[src/rtl/rail_rush_pkg.sv]
// Shared types and lane helpers for the spawn scheduler.
package rail_rush_pkg;

    localparam int unsigned NUM_LANES = 3;
    localparam int unsigned LANE_W    = 2;
    localparam int unsigned CNT_W     = 6;

    typedef logic [LANE_W-1:0] lane_t;
    typedef logic [CNT_W-1:0]  cnt_t;

    typedef enum logic [1:0] {
        S_IDLE  = 2'd0,
        S_EVAL  = 2'd1,
        S_GRANT = 2'd2
    } sched_state_t;

    // Lane code 3 does not exist on the track and folds onto lane 0.
    function automatic lane_t norm_lane(input lane_t lane);
        return (lane == LANE_W'(3)) ? LANE_W'(0) : lane;
    endfunction

    function automatic lane_t next_lane(input lane_t lane);
        return (lane >= LANE_W'(2)) ? LANE_W'(0) : LANE_W'(lane + LANE_W'(1));
    endfunction

endpackage

[src/rtl/spawn_scheduler_lane_cooldown.sv]
// Per-lane obstacle and coin cooldown counters with registered blocked flags.
module lane_cooldown
    import rail_rush_pkg::*;
#(
    parameter int unsigned OBS_COOLDOWN  = 40,
    parameter int unsigned COIN_COOLDOWN = 20
) (
    input  logic clock,
    input  logic reset,
    input  logic dec,
    input  logic clr,
    input  logic obs_load,
    input  logic coin_load,
    output logic obs_blocked,
    output logic coin_blocked
);

    cnt_t obs_cd_q, obs_cd_d;
    cnt_t coin_cd_q, coin_cd_d;
    logic obs_blocked_q, obs_blocked_d;
    logic coin_blocked_q, coin_blocked_d;

    // Clear beats load beats the saturating frame decrement.
    always_comb begin
        obs_cd_d  = obs_cd_q;
        coin_cd_d = coin_cd_q;
        if (clr) begin
            obs_cd_d  = '0;
            coin_cd_d = '0;
        end else begin
            if (obs_load) begin
                obs_cd_d = CNT_W'(OBS_COOLDOWN);
            end else if (dec && obs_cd_q != '0) begin
                obs_cd_d = obs_cd_q - CNT_W'(1);
            end
            if (coin_load) begin
                coin_cd_d = CNT_W'(COIN_COOLDOWN);
            end else if (dec && coin_cd_q != '0) begin
                coin_cd_d = coin_cd_q - CNT_W'(1);
            end
        end
        obs_blocked_d  = (obs_cd_d != '0);
        coin_blocked_d = (coin_cd_d != '0);
    end

    always_ff @(posedge clock) begin
        if (reset) begin
            obs_cd_q       <= '0;
            coin_cd_q      <= '0;
            obs_blocked_q  <= 1'b0;
            coin_blocked_q <= 1'b0;
        end else begin
            obs_cd_q       <= obs_cd_d;
            coin_cd_q      <= coin_cd_d;
            obs_blocked_q  <= obs_blocked_d;
            coin_blocked_q <= coin_blocked_d;
        end
    end

    assign obs_blocked  = obs_blocked_q;
    assign coin_blocked = coin_blocked_q;

endmodule

[src/rtl/spawn_scheduler.sv]
// Per-frame spawn arbiter: one grant per frame between the obstacle and coin pools.
module spawn_scheduler
    import rail_rush_pkg::*;
#(
    parameter int unsigned OBS_COOLDOWN  = 40,
    parameter int unsigned COIN_COOLDOWN = 20,
    parameter int unsigned MIN_GAP       = 12
) (
    input  logic              clock,
    input  logic              reset,
    input  logic              frame_done,
    input  logic              game_active,
    input  logic              obs_req,
    input  logic [LANE_W-1:0] obs_lane,
    input  logic              coin_req,
    input  logic [LANE_W-1:0] coin_lane,
    output logic              obs_grant,
    output logic              coin_grant,
    output logic [LANE_W-1:0] grant_lane,
    output logic [NUM_LANES-1:0] lanes_blocked
);

    sched_state_t state_q, state_d;

    cnt_t  gap_cnt_q, gap_cnt_d;
    logic  last_was_obs_q, last_was_obs_d;
    logic  obs_grant_q, obs_grant_d;
    logic  coin_grant_q, coin_grant_d;
    lane_t grant_lane_q, grant_lane_d;

    logic                 cd_dec, cd_clr;
    logic [NUM_LANES-1:0] obs_load, coin_load;
    logic [NUM_LANES-1:0] obs_blocked, coin_blocked;

    lane_t      obs_l, coin_pick, coin_cand;
    logic [1:0] others_blocked;
    logic       obs_ok, coin_ok, coin_found;
    logic       grant_obs, grant_coin;

    for (genvar i = 0; i < NUM_LANES; i++) begin : g_lane
        lane_cooldown #(
            .OBS_COOLDOWN (OBS_COOLDOWN),
            .COIN_COOLDOWN(COIN_COOLDOWN)
        ) u_cd (
            .clock       (clock),
            .reset       (reset),
            .dec         (cd_dec),
            .clr         (cd_clr),
            .obs_load    (obs_load[i]),
            .coin_load   (coin_load[i]),
            .obs_blocked (obs_blocked[i]),
            .coin_blocked(coin_blocked[i])
        );
    end

    always_ff @(posedge clock) begin
        if (reset) begin
            state_q <= S_IDLE;
        end else begin
            state_q <= state_d;
        end
    end

    always_comb begin
        state_d = state_q;
        if (!game_active) begin
            state_d = S_IDLE;
        end else begin
            case (state_q)
                S_IDLE:  if (frame_done) state_d = S_EVAL;
                S_EVAL:  state_d = S_GRANT;
                S_GRANT: state_d = S_IDLE;
                default: state_d = S_IDLE;
            endcase
        end
    end

    // Eligibility: obstacles keep one lane open; coins slide to the next free lane.
    always_comb begin
        obs_l          = norm_lane(obs_lane);
        others_blocked = '0;
        for (int unsigned i = 0; i < NUM_LANES; i++) begin
            if (LANE_W'(i) != obs_l && obs_blocked[LANE_W'(i)]) begin
                others_blocked = others_blocked + 2'd1;
            end
        end
        obs_ok = obs_req && (gap_cnt_q == '0) && !obs_blocked[obs_l]
                 && (others_blocked < 2'd2);

        coin_found = 1'b0;
        coin_cand  = norm_lane(coin_lane);
        coin_pick  = coin_cand;
        for (int unsigned k = 0; k < NUM_LANES; k++) begin
            if (!coin_found && !obs_blocked[coin_cand] && !coin_blocked[coin_cand]) begin
                coin_found = 1'b1;
                coin_pick  = coin_cand;
            end
            coin_cand = next_lane(coin_cand);
        end
        coin_ok = coin_req && (gap_cnt_q == '0) && coin_found;

        grant_obs  = obs_ok && (!coin_ok || !last_was_obs_q);
        grant_coin = coin_ok && !grant_obs;
    end

    always_comb begin
        obs_grant_d    = 1'b0;
        coin_grant_d   = 1'b0;
        grant_lane_d   = '0;
        gap_cnt_d      = gap_cnt_q;
        last_was_obs_d = last_was_obs_q;
        cd_dec         = 1'b0;
        cd_clr         = 1'b0;
        obs_load       = '0;
        coin_load      = '0;
        if (!game_active) begin
            cd_clr    = 1'b1;
            gap_cnt_d = '0;
        end else begin
            case (state_q)
                S_IDLE: begin
                    if (frame_done) begin
                        cd_dec = 1'b1;
                        if (gap_cnt_q != '0) gap_cnt_d = gap_cnt_q - CNT_W'(1);
                    end
                end
                S_EVAL: begin
                    if (grant_obs) begin
                        obs_grant_d     = 1'b1;
                        grant_lane_d    = obs_l;
                        obs_load[obs_l] = 1'b1;
                        gap_cnt_d       = CNT_W'(MIN_GAP);
                        last_was_obs_d  = 1'b1;
                    end else if (grant_coin) begin
                        coin_grant_d         = 1'b1;
                        grant_lane_d         = coin_pick;
                        coin_load[coin_pick] = 1'b1;
                        gap_cnt_d            = CNT_W'(MIN_GAP);
                        last_was_obs_d       = 1'b0;
                    end
                end
                default: ;
            endcase
        end
    end

    always_ff @(posedge clock) begin
        if (reset) begin
            gap_cnt_q      <= '0;
            last_was_obs_q <= 1'b0;
            obs_grant_q    <= 1'b0;
            coin_grant_q   <= 1'b0;
            grant_lane_q   <= '0;
        end else begin
            gap_cnt_q      <= gap_cnt_d;
            last_was_obs_q <= last_was_obs_d;
            obs_grant_q    <= obs_grant_d;
            coin_grant_q   <= coin_grant_d;
            grant_lane_q   <= grant_lane_d;
        end
    end

    assign obs_grant     = obs_grant_q;
    assign coin_grant    = coin_grant_q;
    assign grant_lane    = grant_lane_q;
    assign lanes_blocked = obs_blocked;

endmodule

[config.mk]
export PLATFORM = sky130hd
export DESIGN_NAME = spawn_scheduler
export DESIGN_NICKNAME = d
export VERILOG_FILES = /design/src/rtl/rail_rush_pkg.sv /design/src/rtl/spawn_scheduler_lane_cooldown.sv /design/src/rtl/spawn_scheduler.sv
export SDC_FILE = /design/constraint.sdc
export NUM_CORES = 1
export LEC_CHECK = 0
export BUFFER_PORTS_ARGS = -buffer_cell sky130_fd_sc_hd__buf_4
export CORE_MARGIN = 3
export CORE_UTILIZATION = 53
export DETAILED_ROUTE_END_ITERATION = 8
export PLACE_DENSITY = 0.7
export SLEW_MARGIN = 15
export SYNTH_ARGS = -nofsm -noshare
export SYNTH_HDL_FRONTEND = slang
export SYNTH_SLANG_ARGS = --single-unit
[constraint.sdc]
create_clock -name clock -period 5.36 [get_ports clock]
set_input_delay 0.268 -clock clock [delete_from_list [all_inputs] [get_ports clock]]
set_output_delay 0.268 -clock clock [all_outputs]
set_load 0.01 [all_outputs]
After elaboration in Yosys (flattened, before gate mapping)
Cells that the tools add are included.
{ "totals": {"register_bits": 55} }
{ "classes": {"n_mux": 71, "eq_ne": 8, "bitwise_logic": 2, "n_reduce_logical": 59, "addsub": 11, "order_cmp": 10} }
{ "ops": {"columns": ["op", "count"], "rows": [
  ["6-bit two-way mux", 22],
  ["6-bit nonzero test", 13],
  ["6-bit by 1-bit subtractor with 6-bit output, second input constant", 7],
  ["1-bit logical AND", 23],
  ["2-bit two-way mux", 11],
  ["3-bit two-way mux", 7],
  ["1-bit two-way mux", 20],
  ["2-bit by 3-bit < comparator with 1-bit output, second input constant", 5],
  ["1-bit binary-select mux with 2-bit select", 7],
  ["1-bit zero test", 12],
  ["6-bit case mux with 2 select lines", 1],
  ["2-bit by 1-bit adder with 2-bit output, second input constant", 4],
  ["6-bit zero test", 1],
  ["2-bit nonzero test", 3],
  ["1-bit demux with 2-bit select", 2],
  ["2-bit == test, second input constant", 2],
  ["2-bit by 1-bit >= comparator with 1-bit output, second input constant", 2],
  ["2-bit >= comparator, second input constant", 2],
  ["2-bit != test, second input constant", 2],
  ["2-bit case mux with 2 select lines", 1],
  ["4-bit AND reduction", 1],
  ["4-bit OR reduction", 1],
  ["3-bit != test, second input constant", 1],
  ["3-bit AND reduction", 1],
  ["other kinds (9)", 10]
]} }

Longest topological paths before layout
{ "depth": {"ltp_word": 28, "ltp_mapped": 10, "mapped_depth_nobuf": 8} }

Cells and area by module
From an unflattened synthesis, not the netlist that was laid out.
{ "unflattened": {"cells_unflattened": 405, "hier_area_um2": 3462.1} }
{ "by_module_without_submodules": {"columns": ["mod", "cells_per_inst", "instances", "area_each_um2"], "rows": [
  ["lane_cooldown", 95, 3, 822.0],
  ["spawn_scheduler", 120, 1, 996.0]
]} }

Worst setup path after synthesis
Ideal clock, no wire load.
{ "synth_path": {"path_type": "input to register", "startpoint": "in coin_lane[0]", "endpoint": "reg g_lane[1].u_cd.obs_cd_q[0]", "required_ps": 5245, "path_slack_ps": 3103, "n_path_buf": 2, "setup_time_ps": 115, "t_arrival_ps": 2141, "path_stages": 9, "path_cell_list": "inv_1 ha_1 clkbuf_1 a211oi_1 o22ai_2 a311oi_4 buf_6 nand3_2 and3_1"} }
{ "synth_via": {"elab_chain_len": 24, "word_cells_on_any_way": 45, "cone_classes": "add/sub: 2; order compare: 2; eq/ne: 1; mux: 23; reduce/logical: 17"} }
{ "synth_lines": {"columns": ["item", "line_no", "source"], "rows": [
  ["start: declaration", "spawn_scheduler.sv:16", "input logic [LANE_W-1:0] coin_lane,"],
  ["2-bit == test", "rail_rush_pkg.sv:19", "return (lane == LANE_W'(3)) ? LANE_W'(0) : lane;"],
  ["2-bit two-way mux *", "rail_rush_pkg.sv:19", null],
  ["branches (longest 12 deep; another with 2-bit by 1-bit adder with 2-bit output)", null, null],
  ["1-bit two-way mux *", "spawn_scheduler.sv:94", "if (!coin_found && !obs_blocked[coin_cand] && !coin_blocked[coin_cand]) begin"],
  ["1-bit logical AND *", "spawn_scheduler.sv:100", "coin_ok = coin_req && (gap_cnt_q == '0) && coin_found;"],
  ["1-bit zero test *", "spawn_scheduler.sv:102", "grant_obs = obs_ok && (!coin_ok || !last_was_obs_q);"],
  ["1-bit logical OR *", "spawn_scheduler.sv:102", null],
  ["1-bit logical AND *", "spawn_scheduler.sv:102", null],
  ["3-bit two-way mux *", "spawn_scheduler.sv:128", "if (grant_obs) begin"],
  ["3-bit two-way mux *", "spawn_scheduler.sv:120", "case (state_q)"],
  ["3-bit two-way mux *", "spawn_scheduler.sv:116", "if (!game_active) begin"],
  ["6-bit two-way mux *", "spawn_scheduler_lane_cooldown.sv:31", "if (obs_load) begin"],
  ["6-bit two-way mux *", "spawn_scheduler_lane_cooldown.sv:27", "if (clr) begin"],
  ["end signal: assignment", "spawn_scheduler_lane_cooldown.sv:53", "obs_cd_q <= obs_cd_d;"],
  ["end: declaration", "spawn_scheduler_lane_cooldown.sv:18", "cnt_t obs_cd_q, obs_cd_d;"]
]} }
Every way passes the cells marked *. The select of a mux whose other input is x is not followed.
A chain may end at the register's enable or synchronous reset.

Worst setup path after layout
{ "layout_path": {"startpoint": "reg gap_cnt_q[0]", "endpoint": "reg g_lane[2].u_cd.obs_cd_q[2]"} }
{ "layout_via": {"elab_chain_len": 11, "word_cells_on_any_way": 14, "cone_classes": "mux: 5; reduce/logical: 9"} }
{ "layout_lines": {"columns": ["item", "line_no", "source"], "rows": [
  ["start: declaration", "spawn_scheduler.sv:25", "cnt_t gap_cnt_q, gap_cnt_d;"],
  ["start signal: assignment", "spawn_scheduler.sv:155", "gap_cnt_q <= gap_cnt_d;"],
  ["6-bit zero test *", "spawn_scheduler.sv:87, spawn_scheduler.sv:100", null],
  ["1-bit logical AND (2 in a row)", "spawn_scheduler.sv:100", null],
  ["1-bit zero test", "spawn_scheduler.sv:102", null],
  ["1-bit logical OR", "spawn_scheduler.sv:102", null],
  ["1-bit logical AND *", "spawn_scheduler.sv:102", null],
  ["3-bit two-way mux *", "spawn_scheduler.sv:128", null],
  ["3-bit two-way mux *", "spawn_scheduler.sv:120", null],
  ["3-bit two-way mux *", "spawn_scheduler.sv:116", null],
  ["6-bit two-way mux *", "spawn_scheduler_lane_cooldown.sv:31", null],
  ["6-bit two-way mux *", "spawn_scheduler_lane_cooldown.sv:27", null],
  ["end signal: assignment", "spawn_scheduler_lane_cooldown.sv:53", null],
  ["end: declaration", "spawn_scheduler_lane_cooldown.sv:18", null]
]} }
Every way passes the cells marked *; elsewhere a longest branch is shown, timed or not.

==> flow_summary.json <==
{
  "outcome": "finished clean",
  "syn_area_per_cell_sq_um": 7.96,
  "insertedDiodeCount": 0,
  "final_cell_count_no_fill": 516,
  "cts.hold.buffers_added": 0,
  "core.rowCount": 28,
  "insertion_delay_ns": 0.31,
  "die_w_um": 86.9,
  "clock.fmax_ghz": 0.351,
  "htreeDepth": 2,
  "worst_pin_slew_ns": 1.14,
  "clock-sinks": 55,
  "multiInputGateArea_sq_mm": 0.00216,
  "gr-usage-met1_pct": 31.8,
  "num-nets-final": 469,
  "fin_crit_ns": 2.85,
  "syn2layout_area_growth_pct": 7.04,
  "die_h_um": 86.9,
  "port_buffers": 16,
  "pre_cts_slack_ns": 2.48,
  "globalplace.congestion": 0.922,
  "p_int_w": 0.000605,
  "rsz0062_at_grt": "no",
  "wirelength_um": 8030,
  "fin_crit_sh_pct": 53.1,
  "hpwl_um": 5820,
  "setup_slack_ns": 2.51,
  "clk_path_buf_depth": 2,
  "finalSetupTns_ns": 0,
  "maxSlewViolCount": 0,
  "grt_pass1_wl_um": 13700,
  "required_ns": 5.52,
  "wl_per_cell_um": 15.6,
  "seqCellArea_sq_mm": 0.00110,
  "fillCellCount": 538,
  "drtIter0Drc": 219,
  "vias": 3136,
  "post_cts_resized": 0,
  "top_usage_layer": "met2",
  "final_common_cell": "dfxtp_1",
  "synthesis.area_sq_mm": 0.00346,
  "cts_setup_buffers": 0,
  "power_frac_comb_pct": 14.0,
  "synth_async_sr_flop_share_pct": 0,
  "drive_gt1_share_pct": 8.62,
  "syn_inst": 435,
  "ios": 17,
  "arrival_ns": 3.00,
  "layout_common_cells": "dfxtp_1 (55), nor2_1 (40), nor3_1 (37)",
  "ys.flop_type": "dfxtp_1",
  "grt_max_degree": 30,
  "p_clk_share_pct": 35.2,
  "netSwitchingPower_w": 0.000218,
  "finalClockSkew_ns": 0.00563,
  "maxCapViolCount": 0,
  "ys_seq_area_share_pct": 31.8,
  "finalSetupViolations": 0,
  "hold_viol": 0,
  "synth-edff-count": 0,
  "start_util_pct": 56.5,
  "ys.warnings.count": 0,
  "ys_ff_latch": 55,
  "leakage_nw": 1.39,
  "coreArea_sq_mm": 0.00613,
  "use_met2_pct": 35.3,
  "drc": 0,
  "ant_nets": 0,
  "dieArea_sq_mm": 0.00754,
  "dr.pass1.iters": 5,
  "crit_path_max_fanout": 17,
  "cts_tree": "yes",
  "ys_types": 64,
  "placed_cells": 508,
  "grt-ovfl-total": 0,
  "switching_share_pct": 26.4,
  "clk_pin_slew_ns": 0.10,
  "met3_usage_pct": 4.35,
  "slew_headroom_pct": 23.7,
  "grt_pass1_vias": 2866,
  "pwr-share-seq_pct": 50.8,
  "antenna_found_initial": 0,
  "cts_buffers": 5,
  "peakVddDrop_v": 0.000175,
  "synth_nets": 464,
  "clock-root-buffer": "clkbuf_8",
  "via_per_inst": 6.08,
  "hp-class": "input port to flip-flop",
  "grtUsageTotal_pct": 22.5,
  "power_density_mw_per_mm2": 222,
  "start_kind": "flip-flop",
  "power_w": 0.000823,
  "cp-end-kind": "flip-flop",
  "path_class": "flip-flop to flip-flop"
}
-- cell type report --
type | instances | area share [%]
clock buffer | 6 | 2.23
sequential | 55 | 29.7
inverter | 29 | 2.94
tap | 75 | 2.53
timing repair buffer | 17 | 3.44
clock inverter | 2 | 0.945
multi-input combinational | 332 | 58.2
-- sequential cells by signal, summed over array words and instances, names as in the netlist, 2 cells and up --
register,count
g_lane.u_cd.coin_cd_q,18
g_lane.u_cd.obs_cd_q,18
gap_cnt_q,6
g_lane.u_cd.coin_blocked,3
g_lane.u_cd.obs_blocked,3
grant_lane,2
state_q,2
-- cells in the mapped netlist, types with 3 or more instances --
master	count	area share, %
a21oi_1	34	4.9
xnor2_1	6	1.5
a311oi_1	3	0.76
o21ai_0	13	1.9
nand4_1	3	0.54
inv_1	29	3.1
xor2_1	10	2.5
ha_1	19	6.9
nor2b_1	3	0.54
o211ai_1	5	1.1
o41ai_1	3	0.76
nand3b_1	3	0.65
o21a_1	4	0.87
clkbuf_1	11	1.2
nor2_1	40	4.3
nand3_1	17	2.5
dfxtp_1	55	32
nand2_1	30	3.3
nor4_1	3	0.54
a31o_2	3	0.76
a211oi_1	5	1.1
mux2i_1	6	1.7
and2_1	6	1.1
nand2b_1	5	0.90
o22ai_1	3	0.54
a31oi_1	13	2.3
nor3_1	37	5.3
buf_4	3	0.65
and3_1	4	0.72
nor3b_1	4	0.87
or3_1	7	1.3
buf_2	3	0.43
-- critical path, cell delays in order (launching register included) --
cell and delay, ns:
dfxtp_1 0.35, inv_1 0.08, ha_1 0.17, or3b_1 0.39
nor3_2 0.35, o21ai_0 0.24, a311oi_4 0.68, and3_1 0.34
nor3_1 0.08
-- kinds of logic (layout without fill, tap and decap cells) --
group | count (synthesis) | count (layout) | share of synthesized area (%)
and+or+nand+nor | 171 | 171 | 24.9
AOI/OAI and AO/OA | 118 | 118 | 24.0
DFF | 55 | 55 | 31.8
buffers and inverters | 48 | 54 | 6.07
adders and majority gates | 19 | 19 | 6.86
xor gates and xnor gates | 16 | 16 | 4.04
muxes | 8 | 8 | 2.38
-- layer usage --
| layer | vias to the layer above | wire (um) |
|---|---|---|
| li1 | 1602 | - |
| met1 | 1454 | 3950 |
| met2 | 74 | 3640 |
| met3 | 6 | 346 |
| met4 | 0 | 95 |
| met5 | - | 0 |
-- through the flow --
stage	hold WS (ns)	cell area [sq um]	util (%)
finish	0.253	3710	60.5
global route	0.255	3710	60.5
CTS	0.243	3710	60.5
detailed placement	0.503	3590	58.6
global placement	0.486	3590	58.6
floorplan	0.440	3460	-
-- path summary, 6_finish.rpt --
kind / start / to / slack (ns) / cells after the start
worst max register to register: gap_cnt_q[0] / g_lane[2].u_cd.obs_cd_q[2] / 2.51 / 8
worst min register to register: gap_cnt_q[2] / gap_cnt_q[2] / 0.52 / 2
worst max-delay path: gap_cnt_q[0] / g_lane[2].u_cd.obs_cd_q[2] / 2.51 / 8
worst min-delay path: reset / last_was_obs_q / 0.25 / 2
-- power groups by stage --
stage | clock network [W] | logic [W] | registers, W
global placement | 0 | 0.000111 | 0.000427
floorplan | 0 | 0.0000886 | 0.000426
CTS | 0.000293 | 0.000114 | 0.000418
detailed placement | 0 | 0.000113 | 0.000427
finish | 0.000289 | 0.000115 | 0.000418
global route | 0.000315 | 0.000128 | 0.000419
(Power assumes the default switching activity.)
